===== config.mk =====
export PLATFORM = sky130hd
export DESIGN_NAME = pipe_stage_reg
export DESIGN_NICKNAME = d
export VERILOG_FILES = /design/src/rtl/pipe_stage_reg_pkg.sv /design/src/rtl/pipe_skid_buf.sv /design/src/rtl/pipe_stage_reg.sv
export SDC_FILE = /design/constraint.sdc
export NUM_CORES = 1
export LEC_CHECK = 0
export ABC_CLOCK_PERIOD_IN_PS = 3340
export BUFFER_PORTS_ARGS = -buffer_cell sky130_fd_sc_hd__buf_4
export CELL_PAD_IN_SITES_DETAIL_PLACEMENT = 1
export CELL_PAD_IN_SITES_GLOBAL_PLACEMENT = 1
export CORE_MARGIN = 5
export CORE_UTILIZATION = 33
export CTS_CLUSTER_DIAMETER = 80
export DETAILED_ROUTE_END_ITERATION = 16
export PLACE_DENSITY = 0.8
export SKIP_CTS_REPAIR_TIMING = 1
export SLEW_MARGIN = 20
export SYNTH_ARGS = -nofsm -noshare
export SYNTH_HDL_FRONTEND = slang
export SYNTH_HIERARCHICAL = 1
export SYNTH_SLANG_ARGS = --single-unit

===== constraint.sdc =====
create_clock -name clk -period 3.34 [get_ports clk]
set_input_delay 0.501 -clock clk [delete_from_list [all_inputs] [get_ports clk]]
set_output_delay 0.501 -clock clk [all_outputs]
set_load 0.02 [all_outputs]

===== src/rtl/pipe_stage_reg_pkg.sv =====
// Shared widths, reset level and state encoding for pipe_stage_reg.
// Optional skid entry is enabled by defining PIPE_SKID_EN.
package pipe_stage_reg_pkg;

  localparam logic RstEnable = 1'b1;

  localparam int unsigned AluOpBusW   = 8;
  localparam int unsigned AluFunBusW  = 3;
  localparam int unsigned RegBusW     = 32;
  localparam int unsigned RegAddrBusW = 5;

  // aluop + alufun + reg1 + reg2 + wd + wreg
  localparam int unsigned IdExPayloadW =
    AluOpBusW + AluFunBusW + 2 * RegBusW
    + RegAddrBusW + 1;

  typedef enum logic [1:0] {
    ST_EMPTY = 2'd0,
    ST_FULL  = 2'd1,
    ST_SKID  = 2'd2
  } pipe_state_e;

endpackage


===== src/rtl/pipe_skid_buf.sv =====
// Skid entry for pipe_stage_reg: one payload slot plus its valid bit.
// Ports: clk_i/rst_i, flush_i, push_i/pop_i, data_i -> valid_o/data_o.
module pipe_skid_buf
  import pipe_stage_reg_pkg::*;
#(
  parameter int unsigned W = 8
) (
  input  logic         clk_i,
  input  logic         rst_i,
  input  logic         flush_i,
  input  logic         push_i,
  input  logic         pop_i,
  input  logic [W-1:0] data_i,
  output logic         valid_o,
  output logic [W-1:0] data_o
);

  logic         valid_q, valid_d;
  logic [W-1:0] data_q, data_d;

  always_comb begin
    valid_d = valid_q;
    data_d  = data_q;
    if (flush_i) begin
      valid_d = 1'b0;
      data_d  = '0;
    end else if (push_i) begin
      valid_d = 1'b1;
      data_d  = data_i;
    end else if (pop_i) begin
      valid_d = 1'b0;
      data_d  = '0;
    end
  end

  always_ff @(posedge clk_i) begin
    if (rst_i == RstEnable) begin
      valid_q <= 1'b0;
      data_q  <= '0;
    end else begin
      valid_q <= valid_d;
      data_q  <= data_d;
    end
  end

  assign valid_o = valid_q;
  assign data_o  = data_q;

endmodule


===== src/rtl/pipe_stage_reg.sv =====
// Flow-controlled pipeline register with flush and saturating stall count.
// Ports: clk, rst (sync high), flush, in_valid/in_ready/in_data,
//   out_valid/out_ready/out_data, stall_cnt. Skid entry: PIPE_SKID_EN.
module pipe_stage_reg
  import pipe_stage_reg_pkg::*;
#(
  parameter int unsigned PAYLOAD_W = IdExPayloadW,
  parameter int unsigned CNT_W     = 16
) (
  input  logic                 clk,
  input  logic                 rst,
  input  logic                 flush,
  input  logic                 in_valid,
  output logic                 in_ready,
  input  logic [PAYLOAD_W-1:0] in_data,
  output logic                 out_valid,
  input  logic                 out_ready,
  output logic [PAYLOAD_W-1:0] out_data,
  output logic [CNT_W-1:0]     stall_cnt
);

  pipe_state_e          state_q, state_d;
  logic [PAYLOAD_W-1:0] main_q, main_d;
  logic [CNT_W-1:0]     cnt_q, cnt_d;
  logic                 accept;
  logic                 consume;

  assign out_valid = (state_q != ST_EMPTY);
  assign out_data  = main_q;
  assign stall_cnt = cnt_q;
  assign accept    = in_valid && in_ready;
  assign consume   = out_valid && out_ready;

`ifdef PIPE_SKID_EN
  logic                 skid_push;
  logic                 skid_pop;
  logic                 skid_valid;
  logic [PAYLOAD_W-1:0] skid_data;

  pipe_skid_buf #(
    .W (PAYLOAD_W)
  ) u_skid (
    .clk_i   (clk),
    .rst_i   (rst),
    .flush_i (flush),
    .push_i  (skid_push),
    .pop_i   (skid_pop),
    .data_i  (in_data),
    .valid_o (skid_valid),
    .data_o  (skid_data)
  );

  // Straight from the skid valid flop: no path from out_ready.
  assign in_ready = !skid_valid;
`else
  assign in_ready = !out_valid || out_ready;
`endif

  always_comb begin
    state_d = state_q;
    main_d  = main_q;
`ifdef PIPE_SKID_EN
    skid_push = 1'b0;
    skid_pop  = 1'b0;
`endif
    if (flush) begin
      // Same-cycle accept is dropped with the rest.
      state_d = ST_EMPTY;
      main_d  = '0;
    end else begin
      unique case (state_q)
        ST_EMPTY: begin
          if (accept) begin
            state_d = ST_FULL;
            main_d  = in_data;
          end
        end
        ST_FULL: begin
          if (accept && consume) begin
            main_d = in_data;
          end else if (accept) begin
`ifdef PIPE_SKID_EN
            state_d   = ST_SKID;
            skid_push = 1'b1;
`endif
          end else if (consume) begin
            state_d = ST_EMPTY;
          end
        end
`ifdef PIPE_SKID_EN
        ST_SKID: begin
          // Oldest entry always drains first.
          if (consume) begin
            state_d  = ST_FULL;
            main_d   = skid_data;
            skid_pop = 1'b1;
          end
        end
`endif
        default: begin
          state_d = ST_EMPTY;
          main_d  = '0;
        end
      endcase
    end
  end

  always_comb begin
    cnt_d = cnt_q;
    if (out_valid && !out_ready && !flush
        && (cnt_q != {CNT_W{1'b1}})) begin
      cnt_d = cnt_q + 1'b1;
    end
  end

  always_ff @(posedge clk) begin
    if (rst == RstEnable) begin
      state_q <= ST_EMPTY;
      main_q  <= '0;
      cnt_q   <= '0;
    end else begin
      state_q <= state_d;
      main_q  <= main_d;
      cnt_q   <= cnt_d;
    end
  end

endmodule


# --- Word-level counts from Yosys, hierarchy flattened ---
# Cells that the tools add are included.
totals:
  reg_bits: 99
  out_inout_bits: 99
  word_cells: 34
classes:
  n_addsub: 1
  eq_ne: 7
  n_mux: 8
  reduce_logical: 15
op_table:
  columns: ["op", "n"]
  rows:
  - ["81-bit two-way mux", 2]
  - ["81-bit one-hot mux with 2 select lines", 1]
  - ["16-bit by 1-bit adder with 16-bit output (second input constant)", 1]
  - ["16-bit inequality test (second input constant)", 1]
  - ["2-bit inequality test (second input constant)", 5]
  - ["2-bit two-way mux", 4]
  - ["1-bit logical AND", 6]
  - ["2-bit one-hot mux with 2 select lines", 1]
  - ["4-bit AND reduction", 1]
  - ["1-bit zero test", 3]
  - ["2-bit by 1-bit == test with 1-bit output (second input constant)", 1]
  - ["2-bit zero test", 1]
  - ["2-bit AND reduction", 1]
  - ["2-bit nonzero test", 1]
  - ["2-bit OR reduction", 1]
  - ["1-bit logical OR", 1]

# --- Longest topological paths before layout ---
# Gate-level depths: netlist (run 1).
depth:
  ltp_word: 7
  ltp_mapped: 6
  mapped_depth_nobuf: 5

# --- Least setup slack after synthesis (run 1) ---
# Ideal clock, no wire load.
synth_timing:
  path_kind: "input port to flip-flop"
  from: "input out_ready"
  to: "register cnt_q[15], in the netlist stall_cnt[15]"
  setup_ns: 0.121
  arrival_time_ns: 2.017
  required_ns: 3.219
  setup_slack_ns: 1.202
  path_stages: 5
  cell_sequence: "or3b_4 -> or3_1 -> buf_2 -> nor4b_1 -> mux2_2"
synth_between:
  elab_chain_len: 4
synth_lines:
  columns: ["item", "line_no", "source"]
  rows:
  - ["from (decl)", "pipe_stage_reg.sv:17", "input logic out_ready,"]
  - ["1-bit zero test", "pipe_stage_reg.sv:110", "if (out_valid && !out_ready && !flush"]
  - ["1-bit logical AND (2 in series)", "pipe_stage_reg.sv:110", null]
  - ["1-bit logical AND", "pipe_stage_reg.sv:111", "&& (cnt_q != {CNT_W{1'b1}})) begin"]
  - ["to (signal assigned)", "pipe_stage_reg.sv:124", "cnt_q <= cnt_d;"]
  - ["to (decl)", "pipe_stage_reg.sv:24", "logic [CNT_W-1:0] cnt_q, cnt_d;"]
# No other way between the ends.
# A chain may end at the register's enable or synchronous reset.

# --- Worst setup path in the final report (run 1) ---
layout_timing:
  from: "register state_q[0]"
  to: "register cnt_q[15], in the netlist stall_cnt[15]"
layout_between:
  elab_chain_len: 4
layout_lines:
  columns: ["item", "line_no", "source"]
  rows:
  - ["from (decl)", "pipe_stage_reg.sv:22", "pipe_state_e state_q, state_d;"]
  - ["from (signal assigned)", "pipe_stage_reg.sv:122", "state_q <= state_d;"]
  - ["2-bit nonzero test", "pipe_stage_reg.sv:28", "assign out_valid = (state_q != ST_EMPTY);"]
  - ["1-bit logical AND (2 in series)", "pipe_stage_reg.sv:110", null]
  - ["1-bit logical AND", "pipe_stage_reg.sv:111", null]
# No other way between the ends.

==> results_dict.tcl, run 1 <==
set metrics [dict create \
    p_int_mw 1.77 \
    cts_max_level 3 \
    ir_drop_v 0.000244 \
    slowest_stage "or3_1" \
    rows 38 \
    synth_common_cells "nand2_1 (165), dfxtp_1 (98), a21oi_1 (94)" \
    synth_edf_count 0 \
    vias_per_cell 4.82 \
    die_w_um 115 \
    antenna_left 0 \
    grt_pass1_vias 3811 \
    fp.dieH_um 115 \
    switching_share 0.244 \
    start_util 0.334 \
    antenna_found_initial 0 \
    firstDrtPassIters 4 \
    antennaDiodeCount 0 \
    hold_path_depth 3 \
    yosysWarningCount 6 \
    dpl.hpwl_um 8950 \
    cp.depth 4 \
    met2_usage 0.314 \
    finalWirelength_um 12000 \
    nFillCells 1325 \
    hold_path_class "in -> reg" \
    synth-seq-cells 98 \
    cts_tree "done" \
    area_growth_syn_to_layout_pct 47.5 \
    slew_violations 0 \
    cts_root_buffer "clkbuf_8" \
    synth_top_cell_by_area "dfxtp_1" \
    syn_nets 542 \
    drtIter0Drc 228 \
    route.vias.total 3716 \
    place_congestion 0.757 \
    power.density_nw_per_um2 441 \
    grt_start_max_net_pins 42 \
    cts_buffers 9 \
    seqPwrFrac 0.518 \
    pwr-share-comb 0.122 \
    fin_nets 713 \
    synthFlopType "dfxtp_1" \
    crit_buf_inv 0 \
    min_period_ps 2190 \
    route.detailed.drc 0 \
    rsz0062_at_grt "false" \
    met3_usage 0.0655 \
    grt_overflow 0 \
    multi_input_comb_area_sq_um 1520 \
    worstSetupPathType "reg -> reg" \
    cap_viol_max_count 0 \
    ios 185 \
    drive_gt1_frac 0.339 \
    status "finished, final reports clean" \
    endpoint_kind "flop" \
    timing.slew.headroom 0.535 \
    avgRoutedWirePerCell_um 15.5 \
    cpPeakStageDelay_ps 530 \
    finalClockSkew_ps 10.5 \
    syn_area_sq_um 3610 \
    avgSynthCellArea_sq_um 7.93 \
    crit_start "state_q[0]" \
    reg2reg_from "state_q[0]" \
    clock_power_share 0.360 \
    async_flop_share 0 \
    synth_top_area_share 0.544 \
    path_delay_family "simple AND/OR/NAND/NOR gates" \
    clock_path_buffers 2 \
    leakage_nw 2.28 \
    clk_pin_slew_ps 100 \
    regArea_sq_um 1960 \
    period_share 0.655 \
    grt_pass1_wl_um 18800 \
    worstRegToRegCells 4 \
    clock.fmax_mhz 457 \
    synth_most_common_cell "nand2_1" \
    core-area_sq_um 10800 \
    io_buffers 184 \
    worstPathRequired_ps 3590 \
    synthCells 455 \
    start_kind "flop" \
    clock_sinks 98 \
    met1_usage 0.196 \
    ys_types 28 \
    cp_data_arrival_time_ps 2440 \
    clock_latency_ps 350 \
    synth.area.top_cells "dfxtp_1 (54%), nand2_1 (17%), a21oi_1 (13%)" \
    busiest_layer "met2" \
    power.switching_uw 573 \
    hold_viol_final 0 \
    tightest_slew_ps 697 \
    worstPathMaxFanout 15 \
    min_from "in_data[36]" \
    grt_util_all_layers 0.179 \
    worstPathCellList "or3b_4 > or3_1 > nor4b_1 > mux2_2" \
    setup_viol 0 \
    setup_tns_ps 0 \
    yosysSeqAreaShare 0.544 \
    final_core_util 0.493 \
    die-area_sq_um 13100 \
]
state kept, by name, indices dropped and copies added (netlist names):
name       cells
out_data      81
stall_cnt     16
state_q        1
per-stage QoR:
step / setup slack, ps / cells / power [mW] / hold WS [ps] / cell area [sq um]
global route: 1030 / 771 / 2.46 / 349 / 5320
floorplan: 1200 / 455 / 1.37 / 535 / 3610
detailed placement: 889 / 755 / 1.53 / 449 / 5100
CTS: 1160 / 771 / 2.39 / 357 / 5320
finish: 1150 / 771 / 2.35 / 384 / 5320
global placement: 962 / 755 / 1.53 / 442 / 5100
power by group through the flow:
stage                     clock network, mW  logic (mW)  registers [mW]
final                                 0.846       0.285            1.22
after global routing                  0.930       0.312            1.22
after CTS                             0.880       0.291            1.22
after detailed placement                  0       0.290            1.24
after global placement                    0       0.283            1.24
after floorplan                           0      0.0919            1.28
path summary, 6_finish.rpt:
kind                    to  slack, ps
max          stall_cnt[15]       1150
min           out_data[36]        380
max reg2reg  stall_cnt[15]       1150
min reg2reg   out_data[43]        460
cell type report:
class | instances | area share
Inverter | 4 | 0.00282
Clock buffer | 12 | 0.0273
Tap cell | 140 | 0.0329
Timing Repair Buffer | 191 | 0.269
Clock inverter | 4 | 0.0141
Multi-Input combinational cell | 322 | 0.285
Sequential cell | 98 | 0.369
cell families after synthesis:
kind of cell             share of synthesized area
adder cells (fa/ha/maj)                    0.00347
AO/OA/AOI/OAI                                0.152
AND/OR/NAND/NOR                              0.255
buffers and inverters                       0.0368
flip-flops                                   0.544
multiplexers                               0.00936
worst reg2reg max path, delay by kind of cell, from the launching register on:
kind	cells	cell delay, ps
flip-flops	1	350
AND/OR/NAND/NOR	3	1360
multiplexers	1	380
placed cells by master (no fill, tap or decap), types with 2 or more instances in the layout:
cell type   synthesis  final
o31ai_1             7      7
clkbuf_1           30      2
nand2_1           165    164
nor4_1              2      2
dfxtp_1            98     98
nor2_1              6      6
nor3_1              2      2
mux2_2              3      3
nor2b_1             2      2
nand3_1             5      5
bufinv_16           0      2
o21ai_0             5      5
buf_4               0    191
clkbuf_8            0     10
a21oi_1            94     94
or4_1               6      6
inv_1               4      4
nor4b_1             2      2
or3_1               7      7
clkinvlp_4          0      2
nand4_1             6      6
metal layers:
metal,vias to the layer above,part of all wire
met4,0,0.015
li1,1852,-
met1,1743,0.39
met5,-,0
met2,109,0.51
met3,12,0.081
No activity file was read; power rests on OpenSTA's default activity.
==> run 2: changes to the inputs <==
--- a/config.mk
+++ b/config.mk
@@ -5,15 +5,15 @@
 export SDC_FILE = /design/constraint.sdc
 export NUM_CORES = 1
 export LEC_CHECK = 0
-export ABC_CLOCK_PERIOD_IN_PS = 3340
+export ABC_CLOCK_PERIOD_IN_PS = 1780
 export BUFFER_PORTS_ARGS = -buffer_cell sky130_fd_sc_hd__buf_4
 export CELL_PAD_IN_SITES_DETAIL_PLACEMENT = 1
 export CELL_PAD_IN_SITES_GLOBAL_PLACEMENT = 1
 export CORE_MARGIN = 5
-export CORE_UTILIZATION = 33
+export CORE_UTILIZATION = 28
 export CTS_CLUSTER_DIAMETER = 80
 export DETAILED_ROUTE_END_ITERATION = 16
-export PLACE_DENSITY = 0.8
+export PLACE_DENSITY = 0.72
 export SKIP_CTS_REPAIR_TIMING = 1
 export SLEW_MARGIN = 20
 export SYNTH_ARGS = -nofsm -noshare
==> constraint.sdc (replaced) <==
create_clock -name clk -period 1.78 [get_ports clk]
set_input_delay 0.267 -clock clk [delete_from_list [all_inputs] [get_ports clk]]
set_output_delay 0.267 -clock clk [all_outputs]
set_load 0.02 [all_outputs]
==> run 2 against run 1 <==
Effect of this change:
- the flow now finishes with violations (setup timing)
- critical endpoint is now stall_cnt[10]
- flip-flop and latch count is the same
- register-to-register slack lost 1300 ps
- power grew 96%
==> results_dict.tcl, run 2 (synthesis gave the netlist of run 1 again) <==
set metrics [dict create \
    cap_viol_max_count 0 \
    rows 41 \
    worstPathCellList "or3b_4 > buf_6 > or3_4 > or4_4 > a21oi_2" \
    largest_reg_flops 81 \
    vias_per_cell 4.67 \
    finalWirelength_um 12700 \
    hold_viol_final 0 \
    clk_pin_slew_ps 60 \
    min_period_ps 1900 \
    post-place-cells 804 \
    whs_ps 169 \
    slowest_stage "or4_4" \
    pwr-share-comb 0.121 \
    route.vias.total 3838 \
    clock_power_share 0.383 \
    setup_viol 8 \
    violations "setup timing" \
    setup_tns_ps -598 \
    cts_tree "done" \
    drive_gt1_frac 0.381 \
    worstPathMaxFanout 13 \
    rsz0062_at_grt "true" \
    finalClockSkew_ps 3.01 \
    fp.dieH_um 124 \
    core-area_sq_um 12600 \
    cts_max_level 3 \
    clock_latency_ps 340 \
    p_int_mw 3.48 \
    clock.fmax_mhz 526 \
    worstSetupPathType "reg -> reg" \
    period_share 1.07 \
    fin_cells 821 \
    leakage_nw 2.45 \
    avgRoutedWirePerCell_um 15.5 \
    power.switching_mw 1.12 \
    grt_pass1_wl_um 19800 \
    antenna_found_initial 0 \
    hold_path_class "in -> reg" \
    die-area_sq_um 15300 \
    drtIter0Drc 141 \
    grt_start_max_net_pins 49 \
    cts_buffers 9 \
    antennaDiodeCount 0 \
    antenna_left 0 \
    endpoint_kind "flop" \
    clock_sinks 98 \
    grt_overflow 0 \
    power.total_mw 4.60 \
    layout_setup_ws_ps -121 \
    area_growth_syn_to_layout_pct 57.7 \
    fin_nets 733 \
    route.detailed.drc 0 \
    cp_data_arrival_time_ps 2180 \
    layout_common_cells "buf_4 (205), nand2_1 (164), dfxtp_1 (95)" \
    start_kind "flop" \
    dpl-instance-area_sq_um 5350 \
    grt_pass1_vias 3987 \
    seqPwrFrac 0.496 \
    cpPeakStageDelay_ps 430 \
    grt_util_all_layers 0.165 \
    slew_violations 0 \
    worstPathRequired_ps 2060 \
    io_buffers 184 \
    status "finished with violations" \
    ir_drop_v 0.000358 \
    cts_root_buffer "clkbuf_16" \
    clock_path_buffers 2 \
    nFillCells 1574 \
    power.density_nw_per_um2 808 \
    firstDrtPassIters 4 \
    tightest_slew_ps 512 \
    start_util 0.286 \
    dpl.hpwl_um 9320 \
    ios 185 \
    place_congestion 0.799 \
    final_common_cell "buf_4" \
    final_cell_area_sq_um 5690 \
    die_w_um 124 \
    timing.slew.headroom 0.658 \
    switching_share 0.244 \
]
-- run 2: area by class of cell --
class                   instances  area [sq um]  area share
inverters                       4          15.0     0.00264
well taps                     172           215      0.0378
repair buffers                211          1630       0.287
multi-input cells             322          1600       0.280
clock buffers                  11           243      0.0427
clock inverters                 3          16.3     0.00286
flip-flops and latches         98          1970       0.347
-- run 2: metrics by stage --
stage                     setup slack, ps   util
after floorplan                      -159      -
after global placement               -186  0.424
after detailed placement             -247  0.424
after CTS                            -197  0.444
after global routing                 -185  0.451
final                                -121  0.451
-- run 2: worst paths after layout --
check                                   from             to  slack [ps]  depth (start not counted)
worst min register to register  out_data[63]   out_data[63]         450                          2
worst max-delay path              state_q[0]  stall_cnt[10]        -120                          5
worst max register to register    state_q[0]  stall_cnt[10]        -120                          5
worst min-delay path             in_data[80]   out_data[80]         170                          3
-- run 2: power by group through the flow --
stage               logic (mW)  clock network [mW]  registers, mW
CTS                      0.565                1.83           2.28
detailed placement       0.562                   0           2.33
floorplan                0.173                   0           2.40
global route             0.607                1.93           2.29
global placement         0.548                   0           2.33
finish                   0.556                1.76           2.28
-- run 2: critical path: cells and delay by family, from the launching register on --
family	cells	cell delay, ps
AO/OA/AOI/OAI	1	140
flip-flops	1	340
AND/OR/NAND/NOR	3	1210
buffers and inverters	1	160
-- run 2: routing by layer --
layer / track usage / vias up / routed length [um]
li1: - / 1895 / -
met2: 0.287 / 108 / 6420
met1: 0.187 / 1824 / 5180
met4: 0.0664 / 0 / 209
met5: 0 / - / 0
met3: 0.0517 / 11 / 933
